[config.mk]
export PLATFORM = sky130hd
export DESIGN_NAME = word_packer
export DESIGN_NICKNAME = d
export VERILOG_FILES = /design/src/rtl/word_packer.sv
export SDC_FILE = /design/constraint.sdc
export NUM_CORES = 1
export LEC_CHECK = 0
export BUFFER_PORTS_ARGS = -buffer_cell sky130_fd_sc_hd__clkbuf_2
export CORE_AREA = 2 2 39 41
export DETAILED_ROUTE_END_ITERATION = 6
export DIE_AREA = 0 0 41 43
export GPL_TIMING_DRIVEN = 0
export PLACE_DENSITY = 0.74
export SLEW_MARGIN = 20
export SYNTH_ARGS = -nofsm -noshare
export SYNTH_HDL_FRONTEND = slang
export SYNTH_SLANG_ARGS = --single-unit
[constraint.sdc]
create_clock -name clk -period 1.82 [get_ports clk]
set_input_delay 0 -clock clk [delete_from_list [all_inputs] [get_ports clk]]
set_output_delay 0 -clock clk [all_outputs]
set_load 0.005 [all_outputs]
[src/rtl/word_packer.sv]
// Packs RATIO narrow input beats into one wide output word.
// in_last closes a partial word early; unwritten lanes read as zero.
module word_packer #(
    parameter int IN_W      = 1,
    parameter int RATIO     = 2,
    parameter bit MSB_FIRST = 1'b1,
    localparam int OUT_W    = IN_W * RATIO,
    localparam int CNT_W    = $clog2(RATIO + 1)
) (
    input  logic             clk,
    input  logic             reset,
    input  logic             in_valid,
    input  logic [IN_W-1:0]  in_data,
    input  logic             in_last,
    output logic             in_ready,
    output logic             out_valid,
    output logic [OUT_W-1:0] out_data,
    output logic [CNT_W-1:0] out_count,
    output logic             out_last,
    input  logic             out_ready
);

    typedef enum logic {
        FILL = 1'b0,
        HOLD = 1'b1
    } state_e;

    localparam logic [CNT_W-1:0] LAST_IDX = CNT_W'(RATIO - 1);

    state_e             state_q, state_d;
    logic [CNT_W-1:0]   idx_q, idx_d;
    logic [OUT_W-1:0]   acc_q, acc_d;
    logic [OUT_W-1:0]   odata_q, odata_d;
    logic [CNT_W-1:0]   ocount_q, ocount_d;
    logic               olast_q, olast_d;
    logic [CNT_W-1:0]   lane;
    logic [OUT_W-1:0]   acc_wb;
    logic               take;
    logic               close;

    assign in_ready  = (state_q == FILL) || out_ready;
    assign take      = in_valid && in_ready;
    assign close     = take && (in_last || (idx_q == LAST_IDX));
    assign out_valid = (state_q == HOLD);
    assign out_data  = odata_q;
    assign out_count = ocount_q;
    assign out_last  = olast_q;

    always_comb begin
        state_d  = state_q;
        idx_d    = idx_q;
        acc_d    = acc_q;
        odata_d  = odata_q;
        ocount_d = ocount_q;
        olast_d  = olast_q;
        lane     = MSB_FIRST ? (LAST_IDX - idx_q) : idx_q;
        acc_wb   = acc_q;
        acc_wb[int'(lane)*IN_W +: IN_W] = in_data;

        // idx is already 0 in HOLD, so a beat taken during handover starts the next word
        if (close) begin
            state_d  = HOLD;
            idx_d    = '0;
            acc_d    = '0;
            odata_d  = acc_wb;
            ocount_d = idx_q + CNT_W'(1);
            olast_d  = in_last;
        end else if (take) begin
            state_d = FILL;
            idx_d   = idx_q + CNT_W'(1);
            acc_d   = acc_wb;
        end else if (state_q == HOLD && out_ready) begin
            state_d = FILL;
        end
    end

    always_ff @(posedge clk) begin
        if (reset) begin
            state_q  <= FILL;
            idx_q    <= '0;
            acc_q    <= '0;
            odata_q  <= '0;
            ocount_q <= '0;
            olast_q  <= 1'b0;
        end else begin
            state_q  <= state_d;
            idx_q    <= idx_d;
            acc_q    <= acc_d;
            odata_q  <= odata_d;
            ocount_q <= ocount_d;
            olast_q  <= olast_d;
        end
    end

endmodule

==> results of run 1 <==
==> worst max-delay path, stage by stage (launching register included) <==
cell	delay [ns]
dfxtp_1	0.42
inv_1	0.11
ha_1	0.34
and4_1	0.19
mux2i_1	0.07
a211oi_1	0.21
==> cells in the mapped netlist <==
cell and n:
dfxtp_1 10, a21oi_1 6, inv_1 4, nand4_1 4, a31oi_1 3, buf_6 3, ha_1 3, nor2_1 3
nor3_1 3, o21ai_0 3, o31ai_1 3, a211oi_1 2, nor2b_1 2, and4_1 1, clkbuf_1 1, clkinv_8 1
mux2i_1 1, nand2_2 1, nand3_1 1, nor2b_4 1, nor3b_1 1, o41ai_2 1, or2_1 1
==> registers in the layout, summed over array words and instances, names as in the netlist <==
name,count
acc_q,2
idx_q,2
out_count,2
out_data,2
out_last,1
out_valid,1
==> where the power goes <==
group / switching [uW] / total [uW] / internal, uW
Sequential: 6.91 / 237 / 231
Clock: 72.5 / 149 / 76.2
Combinational: 48.6 / 87.7 / 39.1
==> stage by stage <==
stage	util, %	total power, uW	worst slack, ns	cells	hold WS (ns)
6_report	46.5	474	0.403	89	0.0154
5_1_grt	46.5	501	0.276	89	0.0197
4_1_cts	46.5	480	0.397	89	0.00840
3_5_place_dp	44.8	330	0.415	86	0.292
3_3_place_gp	44.8	327	0.448	86	0.287
2_1_floorplan	-	302	0.544	59	0.152
==> per-layer routing <==
layer  GRT usage [%]  part of all wire [%]
met4            14.0                   4.6
met5               0                     0
met3            3.14                   3.7
met2            23.8                    47
met1            16.8                    45
==> layout make-up <==
cell class | instances | area [um2] | share of cell area [%]
multi-input combinational | 40 | 277 | 43.0
timing repair buffer | 11 | 55.1 | 8.56
inverter | 5 | 31.3 | 4.86
buffer | 4 | 37.5 | 5.84
sequential | 10 | 200 | 31.1
tap | 16 | 20.0 | 3.11
clock buffer | 3 | 22.5 | 3.50
==> cell families after synthesis <==
family,after synthesis,share of synthesized area [%]
buffers and inverters,9,12.6
adder cells (fa/ha/maj),3,6.88
multiplexers,1,1.83
AO/OA/AOI/OAI,18,21.6
AND/OR/NAND/NOR,18,20.4
flip-flops,10,36.7
==> worst max-delay path by stage <==
| stage | to | depth (start not counted) |
|---|---|---|
| after detailed placement | out_data[0] | 5 |
| after CTS | out_data[0] | 5 |
| after global placement | out_data[0] | 5 |
| after global routing | out_data[1] | 5 |
| final | out_data[0] | 5 |
| after floorplan | out_data[0] | 5 |
==> flow_metrics.py, run 1 <==
metrics = {
    "run_status": {
        "status": "complete, no violations",
    },
    "clock_tree": {
        "cts_resized": 0,
        "cts_made_buffers": 3,
        "path_clk_slew_ns": 0.06,
        "clock_path_buffers": 2,
        "post_cts_buffers": 0,
        "cts.sink_count": 10,
        "cts_hold_buf": 0,
        "cts_root_buf": "clkbuf_4",
        "htreeDepth": 1,
        "cts_tree": "yes",
        "clk_latency_ns": 0.26,
    },
    "floorplanning": {
        "io_pins": 13,
        "row_count": 14,
        "die-area_um2": 1760,
        "core_area_um2": 1380,
        "initial_core_util_pct": 39.4,
        "die-width_um": 41,
        "die_y_um": 43,
    },
    "detailed_routing": {
        "post_drt_wl_per_cell_um": 12.8,
        "dr.pass1.iters": 2,
        "vias": 486,
        "avgViaCountPerCell": 5.46,
        "drt-initial-drc-count": 9,
        "remaining_drc_errors": 0,
        "wl_mm": 1.14,
        "ant_nets": 0,
    },
    "placement": {
        "placed_area_um2": 621,
        "port_buffers": 11,
        "routabilityCongestion": 0.749,
        "dp_hpwl_um": 821,
    },
    "setup_path": {
        "end_kind": "flop",
        "crit_path_start_kind": "flop",
        "worstSetupPathType": "reg -> reg",
        "crit_path_max_fanout": 6,
        "startpoint": "idx_q[0]",
        "rrSetupSlack_ns": 0.40,
        "r2r_end": "out_data[0]",
        "required_ns": 2.01,
        "cp_data_arrival_time_ns": 1.60,
        "reg2reg_from": "idx_q[0]",
        "rr_worst_depth": 5,
    },
    "timing": {
        "final-setup-viol-count": 0,
        "fmaxAchievable_mhz": 706,
        "fin_worst_skew_ns": 0.00724,
        "slew_violations": 0,
        "period_needed_ns": 1.42,
        "final_hold_viol_count": 0,
        "max_slew_margin_pct": 69.7,
        "rsz0062_at_grt": "false",
        "fin_setup_tns_ns": 0,
        "fin_crit_sh_pct": 77.8,
        "worstMarginPinSlew_ns": 0.454,
    },
    "logic_synthesis": {
        "syn-num-nets": 68,
        "synth.distinct_cells": 23,
        "synth.yosys.seq_area_share_pct": 36.7,
        "syn-cell-area_um2": 546,
        "ys_warn_count": 0,
        "synthCells": 59,
        "synth_top_cell_area_share_pct": 36.7,
        "synth.ff_latch_count": 10,
        "yosysTopAreaCell": "dfxtp_1",
        "yosys-top-cells-area": "dfxtp_1 37%, ha_1 6.9%, buf_6 6.2%, a21oi_1 5.5%, nand4_1 4.6%",
        "syn-mean-instance-area_um2": 9.25,
    },
    "grt": {
        "grt_overflow": 0,
        "grtUsageTotal_pct": 15.6,
        "antenna_found_initial": 0,
        "grt_max_degree": 11,
        "grt_first_pass_wirelength_mm": 1.78,
        "grt_pass1_vias": 442,
    },
    "final_layout": {
        "final_cell_mix": "11 x clkbuf_2, 10 x dfxtp_1, 6 x a21oi_1, 4 x inv_1, 4 x nand4_1",
        "finalInstanceArea_um2": 643,
        "final_common_cell": "clkbuf_2",
        "diodes": 0,
        "nets": 84,
        "synthToLayoutAreaGrowth_pct": 17.9,
        "fillers": 141,
        "drive_gt1_share_pct": 28.8,
    },
    "worst_hold_path": {
        "hp-class": "in -> reg",
        "holdPathEnd": "out_last",
        "hold-path-cell-count": 3,
        "hp-start": "in_last",
    },
    "job": {
        "maxCapViolCount": 0,
    },
    "power": {
        "leakagePower_uw": 0.000259,
        "power_density_nw_per_um2": 737,
        "peakVddDrop_mv": 0.319,
    },
}
(Power assumes the default switching activity.)
==> inputs of run 2 (changes only) <==
- ABC_AREA: default -> 1
- PLACE_DENSITY: 0.74 -> 0.72
- clock period: 1.82 -> 1.15 ns (I/O delays scaled with it)
==> run 2 against run 1 <==
  * Die area unchanged
  * Clock power is 130% higher
  * Total power grew 93%
  * Worst hold slack improved by 0.043 ns
  * Clock skew up 0.00072 ns
  * Register-to-register slack got worse by 0.36 ns
  * Global-route usage rose by 0.23 points
  * Sequential share of layout area fell by 3.3 points
  * Combinational power grew 120%
  * Largest cell class unchanged
  * Largest power group unchanged
==> flow_metrics.py, run 2 <==
metrics = {
    "run_status": {
        "status": "complete, no violations",
    },
    "setup_path": {
        "required_ns": 1.33,
        "cp_common_cell": "nor2_2",
        "startpoint": "idx_q[0]",
        "cp_data_arrival_time_ns": 1.29,
        "crit_chain": "inv_4, ha_4, nor2_2, nand2_1, nand2_2, nor2_2, nor2_1",
        "reg2reg_from": "idx_q[0]",
        "cp_slowest_cell": "dfxtp_4",
        "crit_path_max_fanout": 5,
        "slowest_delay_ns": 0.40,
        "crit_path_start_kind": "flop",
        "worstSetupPathType": "reg -> reg",
        "end_kind": "flop",
    },
    "final_layout": {
        "drive_gt1_share_pct": 42.9,
        "final_cell_mix": "20 x nand2_1, 12 x clkbuf_2, 8 x dfxtp_1, 7 x inv_1, 7 x nand3_1",
        "final_common_cell": "nand2_1",
        "diodes": 0,
        "nets": 101,
        "synthToLayoutAreaGrowth_pct": 47.3,
        "fin_cells": 107,
        "final_util_pct": 53.3,
    },
    "clock_tree": {
        "cts.sink_count": 10,
        "htreeDepth": 1,
        "clk_latency_ns": 0.28,
        "cts_made_buffers": 3,
        "clock_path_buffers": 2,
        "path_clk_slew_ns": 0.08,
        "cts_root_buf": "clkbuf_4",
        "cts_tree": "yes",
    },
    "power": {
        "leakagePower_uw": 0.000363,
        "power_density_nw_per_um2": 1240,
        "peakVddDrop_mv": 0.712,
    },
    "logic_synthesis": {
        "synthCells": 68,
        "synth.ff_latch_count": 10,
        "syn-cell-area_um2": 500,
        "synth.yosys.seq_area_share_pct": 40.0,
        "synthAdderAreaFrac_pct": 7.50,
        "synth_edf_count": 0,
        "synth_most_common_cell": "nand2_1",
        "synth_top_family_by_area": "simple AND/OR/NAND/NOR gates",
        "ys_async_sr_fraction_pct": 0,
        "yosys-top-cells-area": "dfxtp_1 40%, nand2_1 17%, ha_1 7.5%, inv_1 7.5%, nand3_1 7.0%",
        "syn-mean-instance-area_um2": 7.36,
        "synth-xor-area-share_pct": 0,
        "synth.distinct_cells": 13,
        "synth_top_cell_area_share_pct": 40.0,
        "synthMuxAreaShare_pct": 0,
        "yosys.area_share.simple_pct": 40.0,
        "synthFlopType": "dfxtp_1",
        "yosysTopAreaCell": "dfxtp_1",
        "syn-num-nets": 77,
        "ys_warn_count": 0,
        "synth_common_cells": "22 x nand2_1, 10 x dfxtp_1, 10 x inv_1, 7 x nand3_1, 5 x nor2_1",
        "synth_compound_area_share_pct": 5.00,
    },
    "job": {
        "maxCapViolCount": 0,
    },
    "timing": {
        "fin_hold_ws_ns": 0.0583,
        "fin_crit_sh_pct": 96.6,
        "slew_violations": 0,
        "final_hold_viol_count": 0,
        "worstMarginPinSlew_ns": 0.221,
        "period_needed_ns": 1.11,
        "final-setup-viol-count": 0,
        "max_slew_margin_pct": 85.3,
        "fin_worst_skew_ns": 0.00796,
        "fin_setup_tns_ns": 0,
        "fmaxAchievable_mhz": 900,
        "rsz0062_at_grt": "true",
    },
    "detailed_routing": {
        "post_drt_wl_per_cell_um": 12.2,
        "wl_mm": 1.31,
        "drt-initial-drc-count": 10,
        "ant_nets": 0,
        "dr.pass1.iters": 4,
        "avgViaCountPerCell": 4.97,
        "vias": 532,
        "remaining_drc_errors": 0,
    },
    "grt": {
        "antenna_found_initial": 0,
        "grtUsageTotal_pct": 15.8,
        "grt_overflow": 0,
        "grt_max_degree": 8,
        "grt_pass1_vias": 452,
        "grt_first_pass_wirelength_mm": 1.79,
    },
    "floorplanning": {
        "row_count": 14,
        "initial_core_util_pct": 36.2,
        "die-width_um": 41,
        "core_area_um2": 1380,
        "die_y_um": 43,
        "die-area_um2": 1760,
        "io_pins": 13,
    },
    "worst_hold_path": {
        "hp-start": "out_ready",
        "hp-class": "in -> reg",
    },
    "placement": {
        "port_buffers": 12,
        "dp_hpwl_um": 749,
        "dp_cells": 96,
        "routabilityCongestion": 0.801,
    },
}
==> run 2: cell count changes after synthesis, moves of 4 or more <==
cell and change:
nand2_1 +22, inv_1 +6, nand3_1 +6, nand4_1 -4
==> run 2: worst paths after layout <==
check             slack (ns)  cells past startpoint           end
setup / recovery        0.04                      7      acc_q[1]
hold / removal          0.06                      4     out_valid
setup reg to reg        0.04                      7      acc_q[1]
hold reg to reg         0.47                      2  out_count[0]
==> run 2: what timing repair did <==
item / in CTS / in global routing
endpoints found under the hold margin: 2 / 0
pin swaps: 0 / 10
hold buffers: 2 / 0
setup endpoints to repair: 7 / 9
setup buffers: 0 / 4
cloned: 1 / 0
resized for setup: 7 / 11
==> run 2: area by class of cell <==
cell class,count,area [um2]
Tap cell,16,20.0
Sequential cell,10,205
Fill cell,142,647
Inverter,10,42.5
Timing Repair Buffer,18,110
Clock buffer,4,36.3
Multi-Input combinational cell,49,323
==> run 2: kinds of logic (layout without fill, tap and decap cells) <==
group / Yosys count / count (layout)
buffers and inverters: 10 / 32
DFF: 10 / 10
AOI/OAI and AO/OA: 5 / 5
adders and majority gates: 3 / 3
and+or+nand+nor: 40 / 41
==> run 2: through the flow <==
| step | cell area, um2 | total power, uW | worst slack [ns] |
|---|---|---|---|
| after CTS | 672 | 867 | 0.000343 |
| after floorplan | 502 | 477 | 0.0201 |
| after global routing | 737 | 957 | -0.00916 |
| after detailed placement | 582 | 523 | -0.0963 |
| final | 737 | 915 | 0.0386 |
| after global placement | 582 | 519 | -0.0667 |
==> run 2: worst max-delay path, delay by kind of cell, from the launching register on <==
kind	cells	cell delay [ns]
DFF	1	0.40
buffers and inverters	1	0.05
adders and majority gates	1	0.27
and+or+nand+nor	5	0.31
==> run 2: power breakdown <==
part           total [uW]  internal (uW)  switching [uW]  leakage (uW)
clock                 337            193             144     0.0000210
combinational         194           87.6             106      0.000259
sequential            385            368            17.1     0.0000830
total                 915            648             267      0.000363
==> run 2: layer usage <==
metal	routed length [um]	track usage (%)	up-vias	part of all wire (%)
li1	-	-	260	-
met1	531	17.5	252	41
met2	689	24.7	15	53
met3	56	3.14	5	4.3
met4	31	12.0	0	2.4
met5	0	0	-	0
==> inputs of run 3 (changes only) <==
==> constraint.sdc (replaced) <==
create_clock -name clk -period 1.15 [get_ports clk]
set_input_delay 0.345 -clock clk [delete_from_list [all_inputs] [get_ports clk]]
set_output_delay 0.345 -clock clk [all_outputs]
set_load 0.005 [all_outputs]
==> run 3 against run 2 <==
  * The run now ends with setup timing left
  * Wire length shrank 7.3%
  * Clock skew down 0.0068 ns
  * Worst setup slack worse by 0.041 ns
  * Utilization decreased by 1.1 points
  * Final cell count down 0.93%
  * Fmax is 3.6% lower
  * Sequential share of layout area grew 0.75 points
  * Global-route usage fell by 1.1 points
  * Worst hold slack improved by 0.25 ns
  * Critical path depth unchanged
  * Critical endpoint unchanged
  * Largest cell class unchanged
  * Largest power group unchanged
  * Highest routed layer unchanged
==> flow_metrics.py, run 3 (synthesis gave the netlist of run 2 again) <==
metrics = {
    "placement": {
        "post-place-ws_ns": -0.0963,
        "routabilityCongestion": 0.801,
        "port_buffers": 12,
        "dp_hpwl_um": 749,
        "dp_cells": 96,
    },
    "grt": {
        "grt_first_pass_wirelength_mm": 1.69,
        "antenna_found_initial": 0,
        "grtUsageTotal_pct": 14.7,
        "grt_max_degree": 8,
        "grt_overflow": 0,
        "grt_pass1_vias": 446,
    },
    "detailed_routing": {
        "drt-initial-drc-count": 14,
        "post_drt_wl_per_cell_um": 11.5,
        "wl_mm": 1.21,
        "dr.pass1.iters": 4,
        "remaining_drc_errors": 0,
        "ant_nets": 0,
        "vias": 522,
        "avgViaCountPerCell": 4.92,
    },
    "setup_path": {
        "critPathBufInv": 1,
        "crit_path_start_kind": "flop",
        "required_ns": 1.32,
        "worstSetupPathType": "reg -> reg",
        "r2r_end": "acc_q[1]",
        "crit_family": "flip-flops",
        "end_kind": "flop",
        "rrSetupSlack_ns": -0.002,
        "cp_slowest_cell": "dfxtp_4",
        "reg2reg_from": "idx_q[0]",
        "cp_common_cell": "nor2_2",
        "crit_chain": "inv_4, ha_4, nor2_2, nand2_1, nand2_2, nor2_2, nor2_1",
        "cp_data_arrival_time_ns": 1.32,
        "crit_path_max_fanout": 5,
        "rr_worst_depth": 7,
        "slowest_delay_ns": 0.40,
    },
    "worst_hold_path": {
        "holdPathEnd": "out_valid",
        "hold-path-cell-count": 2,
        "hp-start": "reset",
        "hp-class": "in -> reg",
    },
    "timing": {
        "rsz0062_at_grt": "true",
        "fin_crit_sh_pct": 100,
        "period_needed_ns": 1.15,
        "fmaxAchievable_mhz": 868,
        "fin_worst_skew_ns": 0.00114,
        "fin_hold_ws_ns": 0.308,
        "fin_setup_tns_ns": -0.00234,
        "final-setup-viol-count": 1,
        "final_hold_viol_count": 0,
        "setup_ws_ns": -0.00234,
        "worstMarginPinSlew_ns": 0.224,
        "slew_violations": 0,
        "max_slew_margin_pct": 85.0,
    },
    "floorplanning": {
        "die-width_um": 41,
        "row_count": 14,
        "die-area_um2": 1760,
        "initial_core_util_pct": 36.2,
        "io_pins": 13,
        "die_y_um": 43,
        "core_area_um2": 1380,
    },
    "power": {
        "power_density_nw_per_um2": 1240,
        "peakVddDrop_mv": 0.677,
        "leakagePower_uw": 0.000359,
    },
    "final_layout": {
        "final_cell_mix": "20 x nand2_1, 12 x clkbuf_2, 7 x inv_1, 7 x nand3_1, 7 x dfxtp_1",
        "fin_cells": 106,
        "final_common_cell": "nand2_1",
        "synthToLayoutAreaGrowth_pct": 44.2,
        "drive_gt1_share_pct": 44.4,
        "diodes": 0,
        "final_util_pct": 52.2,
        "nets": 100,
        "fillers": 145,
    },
    "clock_tree": {
        "htreeDepth": 1,
        "cts_tree": "yes",
        "clock_path_buffers": 2,
        "path_clk_slew_ns": 0.07,
        "clk_latency_ns": 0.27,
        "cts_hold_buf": 0,
        "cts_root_buf": "clkbuf_4",
        "cts_made_buffers": 3,
        "cts.sink_count": 10,
    },
    "run_status": {
        "violations": "setup timing",
        "status": "finished with violations",
    },
    "job": {
        "maxCapViolCount": 0,
    },
}
[run 3: changes by cell type in the layout (fill, tap and decap cells not counted), sizes merged]
cell         change
dlygate4sd3      -2
buf              +1
[run 3: metal layers]
metal  wire length (um)  track usage, %
met4                 49            12.0
met5                  0               0
met3                 68            3.14
met1                519            16.0
met2                576            22.8
[run 3: where the power goes]
| group | switching [uW] | internal [uW] | leakage (uW) |
|---|---|---|---|
| Combinational | 104 | 83.6 | 0.000255 |
| Sequential | 16.6 | 369 | 0.0000834 |
| Clock | 128 | 192 | 0.0000210 |
[run 3: how the worst max path moves through the flow]
stage                        start           to  cells past startpoint
after detailed placement  idx_q[0]     acc_q[0]                      6
after global routing      idx_q[0]     acc_q[1]                      7
after CTS                 idx_q[1]  out_data[0]                      8
after floorplan           idx_q[0]     acc_q[1]                      6
final                     idx_q[0]     acc_q[1]                      7
after global placement    idx_q[0]  out_data[0]                      6
[run 3: cell type report]
class	count	area, um2	share of cell area (%)
clock buffers	4	36.3	5.03
well taps	16	20.0	2.77
multi-input cells	49	319	44.2
inverters	10	42.5	5.89
flip-flops and latches	10	206	28.6
repair buffers	17	97.6	13.5
[run 3: worst register-to-register path, cell delays in order, from the launching register on]
cell	delay [ns]
dfxtp_4	0.40
inv_4	0.05
ha_4	0.27
nor2_2	0.03
nand2_1	0.07
nand2_2	0.07
nor2_2	0.12
nor2_1	0.04
[run 3: through the flow]
stage,cell area (um2),power [uW]
final,722,893
after floorplan,502,477
after global routing,722,939
after CTS,661,864
after detailed placement,582,523
after global placement,582,519
[run 3: what timing repair did]
action,in CTS,in global routing
buffers inserted,1,4
gates resized for setup,8,10
setup endpoints to repair,8,10
gates cloned,1,0
hold endpoints to repair,0,0
pin swaps,1,10
